===== src/rtl/ti_tile_sched.sv =====
// Tile scheduler: walks the TI tile buffer, fetches tile entries and
// deals non-empty tiles to the raster slices in round-robin order.
module ti_tile_sched #(
  parameter int NUM_SLICES  = 4,
  parameter int ADDR_BITS   = 32,
  parameter int TILE_BITS   = 16,
  parameter int MAX_PENDING = 4
) (
  input  logic                  clk,
  input  logic                  reset,
  input  logic                  start,
  input  logic [ADDR_BITS-1:0]  tbuf_addr,
  input  logic [TILE_BITS-1:0]  tile_count,
  output logic                  busy,
  output logic                  done,
  output logic                  mem_req_valid,
  input  logic                  mem_req_ready,
  output logic [ADDR_BITS-1:0]  mem_req_addr,
  input  logic                  mem_rsp_valid,
  input  logic [63:0]           mem_rsp_data,
  output logic [NUM_SLICES-1:0] slice_valid,
  input  logic [NUM_SLICES-1:0] slice_ready,
  output logic [15:0]           tile_x,
  output logic [15:0]           tile_y,
  output logic [15:0]           pid_offset,
  output logic [15:0]           pid_count
);

  localparam int RW    = (NUM_SLICES > 1) ? $clog2(NUM_SLICES) : 1;
  localparam int PW    = (MAX_PENDING > 1) ? $clog2(MAX_PENDING) : 1;
  localparam int CW    = $clog2(MAX_PENDING + 1);
  localparam int DEPTH = 1 << PW;

  localparam logic [1:0] IDLE  = 2'd0;
  localparam logic [1:0] FETCH = 2'd1;
  localparam logic [1:0] DRAIN = 2'd2;

  logic [1:0]           state;
  logic [ADDR_BITS-1:0] base;
  logic [TILE_BITS-1:0] count;
  logic [TILE_BITS-1:0] issued;
  logic [TILE_BITS-1:0] retired;
  logic [CW-1:0]        credits;
  logic [RW-1:0]        rr_ptr;
  logic [RW-1:0]        rr_next;

  logic [63:0]          fifo_mem [DEPTH];
  logic [PW-1:0]        rd_ptr;
  logic [PW-1:0]        wr_ptr;
  logic [CW-1:0]        fifo_cnt;
  logic                 fifo_empty;
  logic                 fifo_full;
  logic [63:0]          head;

  logic push;
  logic pop;
  logic skip;
  logic offer;
  logic dispatch;
  logic req_fire;

  assign fifo_empty = (fifo_cnt == '0);
  assign fifo_full  = (fifo_cnt == CW'(MAX_PENDING));
  assign head       = fifo_empty ? '0 : fifo_mem[rd_ptr];

  assign busy = (state != IDLE);

  assign mem_req_valid = (state == FETCH) &&
                         (issued < count) &&
                         (credits < CW'(MAX_PENDING));
  assign mem_req_addr  = base + (ADDR_BITS'(issued) << 3);
  assign req_fire      = mem_req_valid && mem_req_ready;

  // Responses outside a job belong to a flushed job and are dropped.
  assign push = mem_rsp_valid && (state != IDLE);

  assign skip     = !fifo_empty && (head[63:48] == '0);
  assign offer    = !fifo_empty && (head[63:48] != '0);
  assign dispatch = offer && slice_ready[rr_ptr];
  assign pop      = skip || dispatch;

  assign slice_valid = offer ? (NUM_SLICES'(1) << rr_ptr) : '0;
  assign pid_count   = head[63:48];
  assign pid_offset  = head[47:32];
  assign tile_y      = head[31:16];
  assign tile_x      = head[15:0];

  assign rr_next = (rr_ptr == RW'(NUM_SLICES - 1)) ?
                   '0 : rr_ptr + RW'(1);

  always_ff @(posedge clk) begin
    if (push) fifo_mem[wr_ptr] <= mem_rsp_data;
  end

  always_ff @(posedge clk or negedge reset) begin
    if (!reset) begin
      rd_ptr   <= '0;
      wr_ptr   <= '0;
      fifo_cnt <= '0;
    end else begin
      if (push) wr_ptr <= wr_ptr + PW'(1);
      if (pop)  rd_ptr <= rd_ptr + PW'(1);
      fifo_cnt <= fifo_cnt + CW'(push) - CW'(pop);
    end
  end

  always_ff @(posedge clk or negedge reset) begin
    if (!reset) begin
      state   <= IDLE;
      done    <= 1'b0;
      base    <= '0;
      count   <= '0;
      issued  <= '0;
      retired <= '0;
      credits <= '0;
      rr_ptr  <= '0;
    end else begin
      done    <= 1'b0;
      credits <= credits + CW'(req_fire) - CW'(pop);
      if (req_fire) issued  <= issued + TILE_BITS'(1);
      if (pop)      retired <= retired + TILE_BITS'(1);
      if (dispatch) rr_ptr  <= rr_next;
      unique case (state)
        IDLE: begin
          if (start) begin
            if (tile_count == '0) begin
              done <= 1'b1;
            end else begin
              state   <= FETCH;
              base    <= tbuf_addr;
              count   <= tile_count;
              issued  <= '0;
              retired <= '0;
            end
          end
        end
        FETCH: begin
          if (req_fire && (issued + TILE_BITS'(1) == count))
            state <= DRAIN;
        end
        DRAIN: begin
          if (pop && (retired + TILE_BITS'(1) == count)) begin
            state <= IDLE;
            done  <= 1'b1;
          end
        end
        default: state <= IDLE;
      endcase
    end
  end

  // Credits bound outstanding plus buffered entries to the FIFO depth.
  a_no_overflow: assert property (
    @(posedge clk) disable iff (!reset) push |-> !fifo_full
  );

endmodule


===== config.mk =====
export PLATFORM = sky130hd
export DESIGN_NAME = ti_tile_sched
export DESIGN_NICKNAME = d
export VERILOG_FILES = /design/src/rtl/ti_tile_sched.sv
export SDC_FILE = /design/constraint.sdc
export NUM_CORES = 1
export LEC_CHECK = 0
export ABC_CLOCK_PERIOD_IN_PS = 10000
export BUFFER_PORTS_ARGS = -buffer_cell sky130_fd_sc_hd__buf_2
export CORE_MARGIN = 3
export CORE_UTILIZATION = 25
export CTS_BUF_LIST = sky130_fd_sc_hd__clkbuf_8
export DETAILED_ROUTE_END_ITERATION = 10
export PLACE_DENSITY = 0.49
export SYNTH_ARGS = -nofsm -noshare
export SYNTH_HDL_FRONTEND = slang
export SYNTH_SLANG_ARGS = --single-unit
export TNS_END_PERCENT = 100

===== constraint.sdc =====
create_clock -name clk -period 10 [get_ports clk]
set_input_delay 3 -clock clk [delete_from_list [all_inputs] [get_ports clk]]
set_output_delay 3 -clock clk [all_outputs]
set_load 0.005 [all_outputs]

==> metrics.md, run 1 <==
| Metric | Value |
|---|---|
| Status | complete, no violations |
| Netlist Area Pre-Place | 16100 um2 |
| Post-placement cell area | 18200 um2 |
| Num CTS Buffers | 67 |
| DIE AREA | 67400 um2 |
| Vias | 10089 |
| Clock sinks | 351 |
| CTS root buf | clkbuf_8 |
| Net Count, Synth | 1333 |
| WHS | 0.471 ns |
| Maxcap violations | 0 |
| Slew Limit Fails | 0 |
| Placed cells | 2193 |
| Final instance area | 19500 um2 |
| Final worst setup slack | 2.55 ns |
| Unrepaired setup endpoints after global routing | no |
| Sequential fraction of the synthesis area | 0.626 |
| Die Span Y | 260 um |
| Fmax | 134 MHz |
| Relative slew slack | 0.287 |
| Maximum clock path buffer count | 3 |
| H-tree levels | 3 |
| Netlist cell types | 57 |
| Fin cells | 2315 |
| Worst min path class | register to register |
| Crit. End Element | output pin |
| Die X | 260 um |
| Drt drc | 0 |
| Final ANT Viol Nets | 0 |
| Post-detail-place hpwl | 25400 um |
| Router iterations before antenna repair | 5 |
| Clock-pin slew on the worst setup and hold paths | 0.04 ns |
| Largest net degree at the start of global routing | 92 |
| CP Launch Type | register |
| Worst Max-Slew Pin Slew | 1.06 ns |
| Synth Register Bits | 351 |
| Postcts setup bufs | 0 |
| CTS tree | built |
| Gr usage total | 0.120 |
| Skew final | 0.0189 ns |
| Final setup vio count | 0 |
| First-pass GRT wire length | 62100 um |
| Post-detailed-routing wire length | 40000 um |
| Synth Flop Type | edfxtp_1 |
| Number of flops mapped to enable cells by yosys | 256 |
| Power Density | 252 nW/um2 |
| Grt total ovfl | 0 |
| VDD IR max | 0.156 mV |
| Overall Power | 4.92 mW |
| Initial antenna violation count | 7 |
| Gate Count Post-Synth | 1163 |
| Core ar. | 63300 um2 |
| CTS Hold Bufs | 0 |
| Ys Warns | 0 |
| Final Critical Period | 7.45 ns |
| WS Path Type | register to output pin |
| Nets | 1586 |
| Final Wtd Congestion | 0.786 |
| Share of layout cells above drive strength 1 | 0.280 |
| Fin. Hold Viols | 0 |
| Via-to-Cell Ratio | 4.36 |
| Routed wire per std cell | 17.3 um |
| Clk_lat worst skew | 0.62 ns |
| Layout overhead on the synthesized area | 21.2% |
| Final period util | 0.745 |
| Static leakage power | 7.72 nW |
| IO Count | 224 |
| Final core occ | 0.308 |
| Placement Setup Slack | 3.12 ns |
| Number of global-route vias before repair | 10604 |
| Async set-reset flop share out of synthesis | 0.271 |
| Site row count | 92 |
| I/O Buffers | 223 |
| Arrival time worst endpoint | 4.45 ns |
| Worst Path Required | 7.00 ns |
| DRT iter0 DRCs | 557 |
| Post-cts resize count | 0 |
| Syn Area/Cell | 13.8 um2 |
| TNS Setup | 0 ns |
| Starting density of the core | 0.254 |
| Crit Path Max Fanout | 7 |
==> kinds of logic (layout without fill, tap and decap cells) <==
kind of cell | count (synthesis) | count (layout) | synth area share
adders and majority gates | 49 | 49 | 0.0395
and+or+nand+nor | 388 | 388 | 0.120
DFF | 351 | 351 | 0.626
AOI/OAI and AO/OA | 118 | 118 | 0.0466
other | 0 | 4 | 0
xor gates and xnor gates | 88 | 88 | 0.0479
buffers and inverters | 95 | 397 | 0.0234
muxes | 74 | 74 | 0.0968
==> per-layer routing <==
metal  up-vias  wire length (um)  track usage
li1       4779                 -            -
met1      4944             16900        0.145
met2       286             18800        0.194
met3        74              3540       0.0496
met4         6               798       0.0350
met5         -                34            0
==> worst max-delay path: stages (launching register included) <==
cell	delay, ns
dfrtp_1	0.45
ha_1	0.25
inv_1	0.07
fa_1	0.20
nor2b_1	0.05
o21ai_0	0.23
a31oi_1	0.18
o311ai_0	0.68
a211oi_1	0.21
o31ai_1	0.93
a21boi_0	0.26
xor2_1	0.19
buf_2	0.13
==> flip-flops by register name (all words and copies together), names as in the netlist, 3 cells and up <==
register / count
fifo_cnt: 3
retired: 16
base: 32
count: 16
fifo_mem: 256
credits: 3
issued: 16
==> path summary, 6_finish.rpt <==
kind                                             from                   end  slack, ns  cells after the start
worst max register to register  rd_ptr[0]$_DFFE_PN0N_  credits[2]$_DFF_PN0_       5.36                     14
worst min register to register    base[0]$_DFFE_PN0P_   base[0]$_DFFE_PN0P_       0.47                      2
min in group asynchronous                       reset   base[4]$_DFFE_PN0P_       2.38                      1
worst min-delay path              base[0]$_DFFE_PN0P_   base[0]$_DFFE_PN0P_       0.47                      2
max in group asynchronous                       reset  credits[0]$_DFF_PN0_       6.38                      2
worst max-delay path              issued[0]$_DFF_PN0_      mem_req_addr[27]       2.55                     12
==> power breakdown <==
| part | total (mW) | switching, mW | internal [mW] |
|---|---|---|---|
| clock | 1.40 | 0.622 | 0.778 |
| sequential | 1.99 | 0.137 | 1.85 |
| combinational | 1.53 | 0.809 | 0.720 |
==> layout make-up <==
cell class                      count  area [um2]
Clock buffer                       73        1000
Antenna cell                        4        10.0
Fill cell                        6408       43800
Clock inverter                     45         309
Tap cell                          846        1060
Inverter                           43         161
Timing Repair Buffer              236        1220
Multi-Input combinational cell    717        5650
Sequential cell                   351       10100
==> placed cells by master (no fill, tap or decap), types with 9 or more instances in the layout <==
cell type | netlist | final
a211oi_1 | 9 | 9
a21oi_1 | 23 | 23
and2_1 | 15 | 11
buf_2 | 1 | 222
buf_4 | 3 | 14
clkbuf_8 | 0 | 73
clkinv_1 | 0 | 12
dfrtp_1 | 95 | 93
edfxtp_1 | 256 | 256
ha_1 | 46 | 46
inv_1 | 43 | 61
mux4_2 | 65 | 65
nand2_1 | 153 | 153
nand2b_1 | 9 | 9
nand3_1 | 13 | 12
nand4_1 | 12 | 12
nor2_1 | 46 | 46
nor2b_1 | 72 | 72
nor3_1 | 17 | 15
nor4_1 | 16 | 16
o21ai_0 | 41 | 41
xnor2_1 | 58 | 58
xor2_1 | 30 | 30
==> synthesized netlist by cell type, types with 2 or more instances <==
library cell / instances / area [um2]
edfxtp_1: 256 / 7690
nand2_1: 153 / 574
dfrtp_1: 95 / 2380
nor2b_1: 72 / 450
mux4_2: 65 / 1460
xnor2_1: 58 / 508
ha_1: 46 / 576
nor2_1: 46 / 173
inv_1: 43 / 161
o21ai_0: 41 / 205
clkbuf_1: 40 / 150
xor2_1: 30 / 263
a21oi_1: 23 / 115
nor3_1: 17 / 85.1
nor4_1: 16 / 100
and2_1: 15 / 93.8
nand3_1: 13 / 65.1
nand4_1: 12 / 75.1
a211oi_1: 9 / 67.6
and3_1: 9 / 56.3
nand2b_1: 9 / 56.3
mux2i_1: 8 / 80.1
buf_1: 7 / 26.3
o21a_1: 7 / 52.6
or3_1: 7 / 43.8
a31o_2: 6 / 52.6
nor3b_1: 6 / 45.0
a31oi_1: 4 / 25.0
and4_1: 4 / 35.0
or4_1: 4 / 30.0
a21boi_0: 3 / 22.5
a21o_1: 3 / 22.5
buf_4: 3 / 22.5
fa_1: 3 / 60.1
o31ai_1: 3 / 22.5
a211o_1: 2 / 17.5
o2111ai_1: 2 / 17.5
o211ai_1: 2 / 15.0
o21bai_1: 2 / 15.0
o311ai_0: 2 / 17.5
(Power assumes the default switching activity.)
==> inputs of run 2 (changes only) <==
ABC_CLOCK_PERIOD_IN_PS = 6500   (was 10000)
PLACE_DENSITY = 0.51   (was 0.49)
clock period = 6.5 ns   (was 10 ns; I/O delays follow)
==> run 2 against run 1 <==
Non-clock buffer count grew 3. Core utilization grew 0.15 points. Global-route usage grew 0.32 points. Clock power grew 57%.
==> metrics.md, run 2 (synthesized netlist as in run 1, its figures left out) <==
| Metric | Value |
|---|---|
| H-tree levels | 3 |
| Site row count | 92 |
| TNS Setup | 0 ns |
| Worst r2r dst | fifo_cnt[2]$_DFF_PN0_ |
| # fillers | 6515 |
| Fin cells | 2317 |
| Gr usage total | 0.123 |
| Drt drc | 0 |
| CTS root buf | clkbuf_8 |
| Wire length on met2 | 18800 um |
| Final Wtd Congestion | 0.799 |
| Clock-pin slew on the worst setup and hold paths | 0.05 ns |
| Nets | 1589 |
| Postcts setup bufs | 0 |
| WS Path Type | register to output pin |
| Core ar. | 63300 um2 |
| Fin. Hold Viols | 0 |
| CTS tree | built |
| Hold Path Stages | 2 |
| Top Layer Used | met5 |
| Final setup vio count | 0 |
| Vias | 10072 |
| Largest net degree at the start of global routing | 92 |
| Skew final | 0.0260 ns |
| Grt total ovfl | 0 |
| First-pass GRT wire length | 63300 um |
| Top Registers | fifo_mem x256, base x32 |
| Worst R2R Start | rd_ptr[0]$_DFFE_PN0N_ |
| Post-detailed-routing wire length | 41200 um |
| Hold Crit Start | base[0]$_DFFE_PN0P_ |
| Final period util | 0.895 |
| Via-to-Cell Ratio | 4.35 |
| Most flops, register | fifo_mem |
| Final instance area | 19600 um2 |
| Static leakage power | 7.76 nW |
| Final Critical Period | 5.82 ns |
| Maxcap violations | 0 |
| Overall Power | 7.68 mW |
| Final core occ | 0.309 |
| DRT iter0 DRCs | 482 |
| DIE AREA | 67400 um2 |
| Maximum clock path buffer count | 3 |
| Worst min path class | register to register |
| Post-placement cell area | 18200 um2 |
| Unrepaired setup endpoints after global routing | no |
| Status | complete, no violations |
| Placed cells | 2196 |
| Worst Path Required | 4.55 ns |
| Flop2flop setup slack | 2.21 ns |
| Fmax | 172 MHz |
| Die X | 260 um |
| M1 WL | 17400 um |
| Share of layout cells above drive strength 1 | 0.283 |
| Post-detail-place hpwl | 27600 um |
| Starting density of the core | 0.254 |
| Clock sinks | 351 |
| Crit. End Element | output pin |
| Relative slew slack | 0.272 |
| Worst Max-Slew Pin Slew | 1.09 ns |
| Most common cell after layout, fill and taps aside | edfxtp_1 |
| I/O Buffers | 223 |
| Power Density | 392 nW/um2 |
| Layout overhead on the synthesized area | 21.8% |
| Number of global-route vias before repair | 10764 |
| IO Count | 224 |
| FF+latch area | 10100 um2 |
| Multi-input combinational cell area | 5650 um2 |
| Hold Path Sink | base[0]$_DFFE_PN0P_ |
| Slew Limit Fails | 0 |
| Post-cts resize count | 0 |
| Initial antenna violation count | 17 |
| Commonest cells after routing, fill and taps aside | edfxtp_1, buf_2, nand2_1, dfrtp_1 |
| Final ANT Viol Nets | 0 |
| CP Launch Type | register |
| Reg2reg path depth | 14 |
| CTS Hold Bufs | 0 |
| Arrival time worst endpoint | 3.87 ns |
| Die Span Y | 260 um |
| Number of flip-flops under the largest register name | 256 |
| Num CTS Buffers | 67 |
| Router iterations before antenna repair | 5 |
| Clk_lat worst skew | 0.62 ns |
| Crit Path Max Fanout | 7 |
| DR WL met3 | 4000 um |
| Routed wire per std cell | 17.8 um |
| VDD IR max | 0.208 mV |
==> run 2: cell count changes in the layout (fill, tap and decap cells not counted), sizes merged <==
cell / change
clkinvlp: -1
clkinv: +2
bufinv: +1
inv: -3
clkbuf: -1
diode: +1
buf: +3
==> run 2: cell type report <==
class,instances,area share
clock buffer,72,0.0506
clock inverter,44,0.0182
timing repair buffer,239,0.0652
tap,846,0.0541
antenna,5,0.000639
multi-input combinational,717,0.289
sequential,351,0.514
inverter,43,0.00824
==> run 2: critical path, stage by stage, from the launching register on <==
cell      delay, ns
dfrtp_1        0.45
ha_1           0.24
inv_1          0.06
fa_1           0.40
nor2b_1        0.12
o21ai_0        0.11
a31oi_1        0.30
o311ai_0       0.28
a211oi_1       0.37
o31ai_1        0.12
buf_4          0.17
a21boi_0       0.29
xor2_1         0.21
buf_2          0.15
==> run 2: where the power goes <==
| group | switching (mW) | leakage, nW | total [mW] | internal (mW) |
|---|---|---|---|---|
| sequential | 0.265 | 3.51 | 3.11 | 2.84 |
| clock | 0.970 | 0.740 | 2.20 | 1.23 |
| combinational | 1.25 | 3.51 | 2.38 | 1.13 |
==> run 2: worst max-delay path by stage <==
stage / startpoint / endpoint / slack, ns
CTS: issued[0]$_DFF_PN0_ / mem_req_addr[27] / 0.52
global route: issued[0]$_DFF_PN0_ / mem_req_addr[27] / 0.29
global placement: issued[0]$_DFF_PN0_ / mem_req_addr[27] / 1.21
detailed placement: issued[0]$_DFF_PN0_ / mem_req_addr[27] / 1.23
floorplan: issued[0]$_DFF_PN0_ / mem_req_addr[25] / 1.82
finish: issued[0]$_DFF_PN0_ / mem_req_addr[27] / 0.68
==> run 2: layer usage <==
| metal | vias up | track usage |
|---|---|---|
| li1 | 4803 | - |
| met1 | 4879 | 0.150 |
| met2 | 289 | 0.193 |
| met3 | 83 | 0.0576 |
| met4 | 18 | 0.0357 |
| met5 | - | 0 |
==> run 2: through the flow <==
step / setup WS (ns) / hold slack, ns
2_1_floorplan: 1.82 / 0.447
3_3_place_gp: 1.21 / 0.452
3_5_place_dp: 1.23 / 0.459
4_1_cts: 0.524 / 0.472
5_1_grt: 0.294 / 0.488
6_report: 0.681 / 0.468
==> inputs of run 3 (changes only) <==
CORE_MARGIN = unset   (was 3)
SKIP_LAST_GASP = 1   (was unset)
==> run 3 against run 2 <==
Clock power decreased by 12%. First-iteration DRC count increased by 16%. Highest routed layer unchanged. Die area decreased by 3.1%.
==> metrics.md, run 3 (synthesized netlist as in run 1, its figures left out) <==
| Metric | Value |
|---|---|
| Status | complete, no violations |
| Placed cells | 2194 |
| H-tree levels | 3 |
| Skew final | 0.0202 ns |
| Critical path endpoint | mem_req_addr[25] |
| CTS Hold Bufs | 0 |
| Initial antenna violation count | 12 |
| Postcts setup bufs | 0 |
| Site row count | 92 |
| Power Density | 381 nW/um2 |
| Via-to-Cell Ratio | 4.39 |
| Worst min path class | register to register |
| Grt total ovfl | 0 |
| VDD IR max | 0.197 mV |
| Crit Path Max Fanout | 7 |
| TNS Setup | 0 ns |
| Routed wire per std cell | 17.4 um |
| Placement Setup Slack | 0.946 ns |
| IO Count | 224 |
| Largest net degree at the start of global routing | 92 |
| CP Launch Type | register |
| Post-cts resize count | 0 |
| Number of flip-flops under the largest register name | 256 |
| Fin. Hold Viols | 0 |
| Fin cells | 2303 |
| WS Path Type | register to output pin |
| Starting density of the core | 0.254 |
| Reg2reg path depth | 14 |
| Nets | 1586 |
| Final Wtd Congestion | 0.833 |
| Unrepaired setup endpoints after global routing | no |
| Number of global-route vias before repair | 10699 |
| Router iterations before antenna repair | 6 |
| Final ANT Viol Nets | 0 |
| Die Span Y | 256 um |
| Core ar. | 63300 um2 |
| CTS tree | built |
| Clock-pin slew on the worst setup and hold paths | 0.05 ns |
| Drt drc | 0 |
| Share of layout cells above drive strength 1 | 0.276 |
| Overall Power | 7.38 mW |
| DIE AREA | 65300 um2 |
| WHS | 0.468 ns |
| Post-detail-place hpwl | 26000 um |
| Most common cell after layout, fill and taps aside | edfxtp_1 |
| Relative slew slack | 0.279 |
| I/O Buffers | 223 |
| Layout overhead on the synthesized area | 20.4% |
| Arrival time worst endpoint | 3.94 ns |
| Final Critical Period | 5.89 ns |
| Maxcap violations | 0 |
| Vias | 10106 |
| Worst r2r dst | credits[2]$_DFF_PN0_ |
| Crit. End Element | output pin |
| FF+latch area | 10100 um2 |
| Slew Limit Fails | 0 |
| Post-detailed-routing wire length | 40000 um |
| Most flops, register | fifo_mem |
| Flop2flop setup slack | 2.26 ns |
| Clk_lat worst skew | 0.63 ns |
| Fmax | 170 MHz |
| Final setup vio count | 0 |
| Worst R2R Start | rd_ptr[0]$_DFFE_PN0N_ |
| Top Registers | fifo_mem x256, base x32 |
| Gr usage total | 0.123 |
| Die X | 256 um |
| Worst setup path start | issued[0]$_DFF_PN0_ |
| Maximum clock path buffer count | 3 |
| # fillers | 6450 |
| Worst Path Required | 4.55 ns |
| Worst Max-Slew Pin Slew | 1.07 ns |
| CTS root buf | clkbuf_8 |
| Num CTS Buffers | 66 |
| Final worst setup slack | 0.605 ns |
| Commonest cells after routing, fill and taps aside | edfxtp_1, buf_2, nand2_1, dfrtp_1, nor2b_1 |
| DRT iter0 DRCs | 558 |
| Static leakage power | 7.66 nW |
| Final period util | 0.907 |
| Clock sinks | 351 |
| First-pass GRT wire length | 61800 um |
| Multi-input combinational cell area | 5660 um2 |
-- run 3: changes by cell type in the layout (fill, tap and decap cells not counted), sizes merged --
cell / before / now
buf: 239 / 237
bufinv: 5 / 0
clkbuf: 72 / 70
clkinv: 19 / 14
diode: 5 / 2
inv: 61 / 64
-- run 3: layout make-up --
cell class,count,share of cell area
Antenna cell,2,0.000259
Clock buffer,70,0.0498
Clock inverter,37,0.00996
Inverter,43,0.00834
Multi-Input combinational cell,717,0.293
Sequential cell,351,0.520
Tap cell,846,0.0547
Timing Repair Buffer,237,0.0639
-- run 3: metrics by stage --
stage	utilization	cell area [um2]
global placement	0.287	18200
global route	0.306	19300
finish	0.306	19400
CTS	0.306	19300
floorplan	-	16100
detailed placement	0.287	18200
-- run 3: power by group --
part	switching (mW)	internal, mW
sequential	0.269	2.85
combinational	1.21	1.12
clock	0.943	0.995
total	2.42	4.96
-- run 3: worst min-delay path by stage --
stage                    startpoint                    to  slack [ns]  depth (start not counted)
2_1_floorplan  credits[2]$_DFF_PN0_  credits[2]$_DFF_PN0_        0.45                          1
3_3_place_gp    base[0]$_DFFE_PN0P_   base[0]$_DFFE_PN0P_        0.45                          2
3_5_place_dp    base[2]$_DFFE_PN0P_   base[2]$_DFFE_PN0P_        0.46                          2
4_1_cts         base[2]$_DFFE_PN0P_   base[2]$_DFFE_PN0P_        0.47                          2
5_1_grt        credits[2]$_DFF_PN0_  credits[2]$_DFF_PN0_        0.50                          1
6_report        base[2]$_DFFE_PN0P_   base[2]$_DFFE_PN0P_        0.47                          2
-- run 3: worst max-delay path: stages, from the launching register on --
cell and delay (ns):
dfrtp_1 0.44, ha_1 0.24, inv_1 0.08, fa_1 0.21, nor2b_1 0.05, o21ai_0 0.24
a31oi_1 0.19, o311ai_0 0.67, a211oi_1 0.22, o31ai_2 0.50, a21boi_0 0.20, xor2_1 0.17
buf_2 0.13
-- run 3: per-layer routing --
layer  part of all wire  GRT usage
met1               0.42      0.148
met2               0.46      0.195
met3              0.092     0.0536
met4              0.023     0.0434
met5             0.0029          0
